--- src/rtl/mmio_timer_resp_if.sv ---
// Data-memory port bundle between the CPU MEM stage (master) and a memory-mapped responder (slave).
interface mmio_timer_resp_if;
    logic        ce;
    logic        we;
    logic        memRr;
    logic [31:0] addr;
    logic [31:0] wtData;
    logic [3:0]  w_mask;
    logic [3:0]  r_mask;
    logic [31:0] rdData;
    logic        hit;

    modport master (output ce, we, memRr, addr, wtData, w_mask, r_mask, input rdData, hit);
    modport slave  (input ce, we, memRr, addr, wtData, w_mask, r_mask, output rdData, hit);
endinterface

--- src/rtl/mmio_timer_resp.sv ---
// Memory-mapped prescaled timer with compare/match interrupt on the data-memory port.
// Optional input-capture unit enabled by defining TIMER_CAPTURE_EN.
module mmio_timer_resp #(
    parameter logic [31:0] BASE_ADDR  = 32'h0000_1000,
    parameter int unsigned PRESCALE_W = 16
) (
    input  logic             clk,
    input  logic             rst,
    mmio_timer_resp_if.slave bus,
`ifdef TIMER_CAPTURE_EN
    input  logic             cap_in,
`endif
    output logic             irq
);
    localparam logic [2:0] OFF_CTRL     = 3'd0;
    localparam logic [2:0] OFF_PRESCALE = 3'd1;
    localparam logic [2:0] OFF_COUNT    = 3'd2;
    localparam logic [2:0] OFF_COMPARE  = 3'd3;
    localparam logic [2:0] OFF_STATUS   = 3'd4;
    localparam logic [2:0] OFF_CAPTURE  = 3'd5;

    function automatic logic [31:0] mergeBytes(input logic [31:0] oldVal, input logic [31:0] newVal,
                                               input logic [3:0] mask);
        logic [31:0] res;
        for (int i = 0; i < 4; i++) begin
            res[8*i +: 8] = mask[i] ? newVal[8*i +: 8] : oldVal[8*i +: 8];
        end
        return res;
    endfunction

    function automatic logic [31:0] keepLanes(input logic [31:0] val, input logic [3:0] mask);
        logic [31:0] res;
        for (int i = 0; i < 4; i++) begin
            res[8*i +: 8] = mask[i] ? val[8*i +: 8] : 8'h00;
        end
        return res;
    endfunction

    logic [2:0]            ctrl_r;
    logic [PRESCALE_W-1:0] prescale_r;
    logic [PRESCALE_W-1:0] pcnt_r;
    logic [31:0]           count_r;
    logic [31:0]           compare_r;
    logic                  match_r;
    logic                  irq_r;
    logic                  capFlag_s;
    logic [31:0]           capture_s;

    logic                  hit_s;
    logic [2:0]            offset_s;
    logic                  wrAny_s;
    logic                  tick_s;
    logic                  matchSet_s;
    logic [2:0]            ctrlNext_s;
    logic [PRESCALE_W-1:0] prescaleNext_s;
    logic [PRESCALE_W-1:0] pcntNext_s;
    logic [31:0]           countNext_s;
    logic [31:0]           compareNext_s;
    logic                  matchNext_s;
    logic [31:0]           regVal_s;

    assign hit_s    = bus.ce && (bus.addr[31:5] == BASE_ADDR[31:5]);
    assign offset_s = bus.addr[4:2];
    assign wrAny_s  = hit_s && bus.we && (bus.w_mask != 4'b0000);
    assign tick_s   = ctrl_r[0] && (pcnt_r == prescale_r);
    assign bus.hit  = hit_s;
    assign irq      = irq_r;

    // Next-state for control, prescaler, counter, compare and match flag.
    always_comb begin
        ctrlNext_s     = ctrl_r;
        prescaleNext_s = prescale_r;
        pcntNext_s     = pcnt_r;
        countNext_s    = count_r;
        compareNext_s  = compare_r;
        matchSet_s     = tick_s && (count_r == compare_r);

        if (wrAny_s && (offset_s == OFF_CTRL) && bus.w_mask[0]) begin
            ctrlNext_s = bus.wtData[2:0];
        end else begin
            ctrlNext_s = ctrl_r;
        end

        if (wrAny_s && (offset_s == OFF_PRESCALE)) begin
            for (int b = 0; b < PRESCALE_W; b++) begin
                prescaleNext_s[b] = bus.w_mask[b/8] ? bus.wtData[b] : prescale_r[b];
            end
        end else begin
            prescaleNext_s = prescale_r;
        end

        // A prescale rewrite or EN dropping restarts the divider phase.
        if (!ctrl_r[0] || !ctrlNext_s[0] || (wrAny_s && (offset_s == OFF_PRESCALE))) begin
            pcntNext_s = {PRESCALE_W{1'b0}};
        end else if (tick_s) begin
            pcntNext_s = {PRESCALE_W{1'b0}};
        end else begin
            pcntNext_s = pcnt_r + PRESCALE_W'(1);
        end

        if (wrAny_s && (offset_s == OFF_COUNT)) begin
            countNext_s = mergeBytes(count_r, bus.wtData, bus.w_mask);
        end else if (matchSet_s) begin
            countNext_s = ctrl_r[1] ? 32'h0000_0000 : count_r;
        end else if (tick_s) begin
            countNext_s = count_r + 32'd1;
        end else begin
            countNext_s = count_r;
        end

        if (wrAny_s && (offset_s == OFF_COMPARE)) begin
            compareNext_s = mergeBytes(compare_r, bus.wtData, bus.w_mask);
        end else begin
            compareNext_s = compare_r;
        end

        matchNext_s = matchSet_s ||
                      (match_r && !(wrAny_s && (offset_s == OFF_STATUS) && bus.w_mask[0] && bus.wtData[0]));
    end

    // Register-file read mux with per-lane masking; reads have no side effects.
    always_comb begin
        regVal_s = 32'h0000_0000;
        case (offset_s)
            OFF_CTRL:     regVal_s = {29'h0, ctrl_r};
            OFF_PRESCALE: regVal_s = 32'(prescale_r);
            OFF_COUNT:    regVal_s = count_r;
            OFF_COMPARE:  regVal_s = compare_r;
            OFF_STATUS:   regVal_s = {30'h0, capFlag_s, match_r};
            OFF_CAPTURE:  regVal_s = capture_s;
            default:      regVal_s = 32'h0000_0000;
        endcase
        if (hit_s && bus.memRr) begin
            bus.rdData = keepLanes(regVal_s, bus.r_mask);
        end else begin
            bus.rdData = 32'h0000_0000;
        end
    end

    // Timer state registers.
    always_ff @(posedge clk) begin
        if (rst) begin
            ctrl_r     <= 3'b000;
            prescale_r <= {PRESCALE_W{1'b0}};
            pcnt_r     <= {PRESCALE_W{1'b0}};
            count_r    <= 32'h0000_0000;
            compare_r  <= 32'hFFFF_FFFF;
            match_r    <= 1'b0;
            irq_r      <= 1'b0;
        end else begin
            ctrl_r     <= ctrlNext_s;
            prescale_r <= prescaleNext_s;
            pcnt_r     <= pcntNext_s;
            count_r    <= countNext_s;
            compare_r  <= compareNext_s;
            match_r    <= matchNext_s;
            irq_r      <= match_r && ctrl_r[2];
        end
    end

`ifdef TIMER_CAPTURE_EN
    logic        capSync1_r;
    logic        capSync2_r;
    logic        capPrev_r;
    logic        capFlag_r;
    logic [31:0] capture_r;
    logic        capEdge_s;

    assign capEdge_s = capSync2_r && !capPrev_r;
    assign capFlag_s = capFlag_r;
    assign capture_s = capture_r;

    // Synchronise cap_in, detect its rising edge and snapshot the counter.
    always_ff @(posedge clk) begin
        if (rst) begin
            capSync1_r <= 1'b0;
            capSync2_r <= 1'b0;
            capPrev_r  <= 1'b0;
            capFlag_r  <= 1'b0;
            capture_r  <= 32'h0000_0000;
        end else begin
            capSync1_r <= cap_in;
            capSync2_r <= capSync1_r;
            capPrev_r  <= capSync2_r;
            capFlag_r  <= capEdge_s ||
                          (capFlag_r && !(wrAny_s && (offset_s == OFF_STATUS) && bus.w_mask[0] && bus.wtData[1]));
            capture_r  <= capEdge_s ? count_r : capture_r;
        end
    end
`else
    assign capFlag_s = 1'b0;
    assign capture_s = 32'h0000_0000;
`endif
endmodule

--- src/flat_wrapper.sv ---
// flat-port wrapper written by rule: the top's interface ports become plain ports
module mmio_timer_resp_flat 
#(
    parameter logic [31:0] BASE_ADDR  = 32'h0000_1000,
    parameter int unsigned PRESCALE_W = 16
)
  (clk, rst, irq, bus_ce, bus_we, bus_memRr, bus_addr, bus_wtData, bus_w_mask, bus_r_mask, bus_rdData, bus_hit);
  mmio_timer_resp_if bus_i ();
  input  logic clk;
  input  logic rst;
  output logic irq;
  input wire logic [$bits(bus_i.ce)-1:0] bus_ce;
  input wire logic [$bits(bus_i.we)-1:0] bus_we;
  input wire logic [$bits(bus_i.memRr)-1:0] bus_memRr;
  input wire logic [$bits(bus_i.addr)-1:0] bus_addr;
  input wire logic [$bits(bus_i.wtData)-1:0] bus_wtData;
  input wire logic [$bits(bus_i.w_mask)-1:0] bus_w_mask;
  input wire logic [$bits(bus_i.r_mask)-1:0] bus_r_mask;
  output wire logic [$bits(bus_i.rdData)-1:0] bus_rdData;
  output wire logic [$bits(bus_i.hit)-1:0] bus_hit;
  assign bus_i.ce = bus_ce;
  assign bus_i.we = bus_we;
  assign bus_i.memRr = bus_memRr;
  assign bus_i.addr = bus_addr;
  assign bus_i.wtData = bus_wtData;
  assign bus_i.w_mask = bus_w_mask;
  assign bus_i.r_mask = bus_r_mask;
  assign bus_rdData = bus_i.rdData;
  assign bus_hit = bus_i.hit;
  mmio_timer_resp #(.BASE_ADDR(BASE_ADDR), .PRESCALE_W(PRESCALE_W)) u_core (.clk(clk), .rst(rst), .bus(bus_i), .irq(irq));
endmodule
--- config.mk ---
export PLATFORM = sky130hd
export DESIGN_NAME = mmio_timer_resp_flat
export DESIGN_NICKNAME = d
export VERILOG_FILES = /design/src/rtl/mmio_timer_resp_if.sv /design/src/rtl/mmio_timer_resp.sv /design/src/flat_wrapper.sv
export SDC_FILE = /design/constraint.sdc
export NUM_CORES = 1
export LEC_CHECK = 0
export CAP_MARGIN = 15
export CORE_ASPECT_RATIO = 1.5
export CORE_MARGIN = 1
export CORE_UTILIZATION = 45
export CTS_BUF_LIST = sky130_fd_sc_hd__clkbuf_16
export DETAILED_ROUTE_END_ITERATION = 6
export PLACE_DENSITY = 0.74
export SYNTH_ARGS = -nofsm -noshare
export SYNTH_HDL_FRONTEND = slang
export SYNTH_SLANG_ARGS = --single-unit
--- constraint.sdc ---
create_clock -name clk -period 6.6 [get_ports clk]
set_clock_uncertainty 0.2 [all_clocks]
set_input_delay 1.32 -clock clk [delete_from_list [all_inputs] [get_ports clk]]
set_output_delay 1.32 -clock clk [all_outputs]
set_load 0.02 [all_outputs]
==> flow_summary.ini <==
[status]
status = complete, no violations

[timing]
tns_ps = 0
fin_crit_sh = 0.850
setup_viol = 0
max_freq_mhz = 178
hold_viol_final = 0
slew_violations = 0
rsz0062_at_grt = false
min_period_ps = 5610
max_slew_margin = 0.249
tightest_slew_ps = 1120

[final_layout]
diodes = 0
drive_above_1_share = 0.0608
final_cell_mix = 145 x nand2_1, 108 x clkdlybuf4s50_1, 101 x dfxtp_1, 76 x nor2_1, 75 x nand3_1
final_core_util = 0.572
final_common_cell = nand2_1
num-fill-cells = 1212
final_nets = 946
syn2layout_area_growth_pct = 24.7

[grt]
grt_pass1_wl_um = 29000
grt_usage = 0.274
grt_max_degree = 43
grt_overflow_total = 0
antenna_found_initial = 0
grt_pass1_vias = 5729

[cts]
cts-hold-fix-buffers = 0
cts_setup_buffers = 0
clkLatencyLatePin_ps = 350
root_buffer = clkbuf_16
cts_buffers = 9
cts_resized = 0
clkSlewWorstSetupHoldPaths_ps = 60
ctsHtreeMaxLevel = 3
clock-sinks = 101
cts_tree = built
cts_buffer_depth = 2

[worst_setup_path]
end_kind = primary output
arrival_ps = 4090
cp_max_fo = 8
cp-start-kind = input pin
regToRegSetupSlack_ps = 3440
path_class = input pin to primary output
required_ps = 5080

[route]
wl_per_cell_um = 17.5
drtIter0Drc = 425
ant_nets = 0
dr_total_vias = 6079
dr.pass1.iters = 5
wl_um = 18100
drcViolationCount = 0
vias_per_cell = 5.90

[yosys]
seq_area_frac_synth = 0.340
synth_edf_count = 0
synth-simple-area-share = 0.313
synth_xor_area_frac = 0.112
ys_warn_count = 0
async_flop_share = 0
synth_top_family_by_area = simple AND/OR/NAND/NOR gates
synth_compound_area_frac = 0.152
syn_area_per_cell_sq_um = 7.52
ys.flop_type = dfxtp_1
syn_area_sq_um = 5950
synthCells = 791
synth_mux_area_frac = 0.0362
ys_types = 55
synth_seq_cells = 101
synth_fa_ha_area_frac = 0.00421
synthesis.nets = 870

[floorplan]
die_y_um = 143
design.die.area_sq_um = 13700
die_x_um = 95.9
rows = 51
start_util = 0.459
core_sq_um = 13000
num_io_pins = 111

[pwr]
seqPwrFrac = 0.491
totalPowerFinal_uw = 1240
ir_drop_mv = 0.0979
switching_share = 0.230
pwr-share-comb = 0.081
p_int_uw = 955
switchingPower_uw = 285
powerDensity_nw_per_um2 = 167
leakage_uw = 0.00267
clockPowerShare = 0.428

[placement]
gp_congestion = 0.926
portBuffers = 108
dp_hpwl_um = 13000

[flow_run]
maxCapViolCount = 0

[worst_hold_path]
hold_class = register to register
critical path, cell delays in order:
cell             delay (ps)
clkdlybuf4s50_1         400
nor4b_1                 340
nand4_1                 260
nor2_1                  190
and3_1                  310
nand3b_1                370
nor2_1                  260
clkdlybuf4s50_1         630
through the flow:
stage	hold slack (ps)	setup slack (ps)	instances	area, sq um
2_1_floorplan	240	1960	791	5950
6_report	277	987	1031	7420
3_3_place_gp	260	955	1014	7110
3_5_place_dp	268	967	1014	7110
5_1_grt	311	804	1031	7420
4_1_cts	283	949	1030	7400
synthesized netlist by cell type, drive strengths merged, types with 5 or more instances:
cell    count  area [sq um]
clkbuf     46           173
a22oi      29           218
buf        12          61.3
nor3       10          50.1
o32ai      10          87.6
mux2i       8          80.1
a31oi      11          68.8
o21ai      21           105
a221oi      5          43.8
and3       18           113
mux2       12           135
nor4b       5          43.8
nand2     145           544
nand3      75           375
nand4      10          62.6
xnor2      14           123
xor2       62           543
dfxtp     101          2020
a21oi      39           195
nor2b       6          37.5
inv         5          18.8
nor4       27           190
nor2       76           285
area by class of cell:
class / count / area (sq um) / area share
Sequential cell: 101 / 2020 / 0.273
Timing Repair Buffer: 123 / 1200 / 0.161
Clock buffer: 9 / 225 / 0.0304
Multi-Input combinational cell: 626 / 3680 / 0.497
Clock inverter: 7 / 66.3 / 0.00894
Inverter: 6 / 22.5 / 0.00304
Tap cell: 159 / 199 / 0.0268
power by group through the flow:
stage	clock (uW)	sequential [uW]	combinational (uW)
4_1_cts	534	609	99.5
3_5_place_dp	0	623	99.0
5_1_grt	566	609	106
3_3_place_gp	0	623	99.4
6_report	531	609	100
2_1_floorplan	0	623	33.9
final timing paths:
kind                               from                 end  cells past startpoint
setup / recovery           bus_addr[14]      bus_rdData[14]                      8
hold / removal         u_core.pcnt_r[0]    u_core.pcnt_r[0]                      1
setup reg to reg  u_core.prescale_r[13]  u_core.count_r[18]                      7
hold reg to reg        u_core.pcnt_r[0]    u_core.pcnt_r[0]                      1
cell families (layout without fill, tap and decap cells):
| kind of cell | after synthesis | after routing |
|---|---|---|
| mux | 20 | 20 |
| compound gates | 135 | 135 |
| flops | 101 | 101 |
| xor+xnor | 76 | 76 |
| buf+inv | 64 | 145 |
| fa+ha+maj | 2 | 2 |
| simple gates | 393 | 393 |
routing by layer:
metal | routed length [um] | up-vias | track usage
li1 | - | 2944 | -
met1 | 7240 | 2883 | 0.327
met2 | 9260 | 204 | 0.473
met3 | 825 | 48 | 0.0341
met4 | 753 | 0 | 0.140
met5 | 0 | - | 0
state kept, by name, indices dropped and copies added (netlist names):
| signal | cells |
|---|---|
| u_core.match_r | 1 |
| u_core.count_r | 32 |
| u_core.prescale_r | 16 |
| u_core.compare_r | 32 |
| u_core.pcnt_r | 16 |
| u_core.ctrl_r | 3 |
| u_core.irq | 1 |
Note: power is estimated with default switching activity, not from simulation.
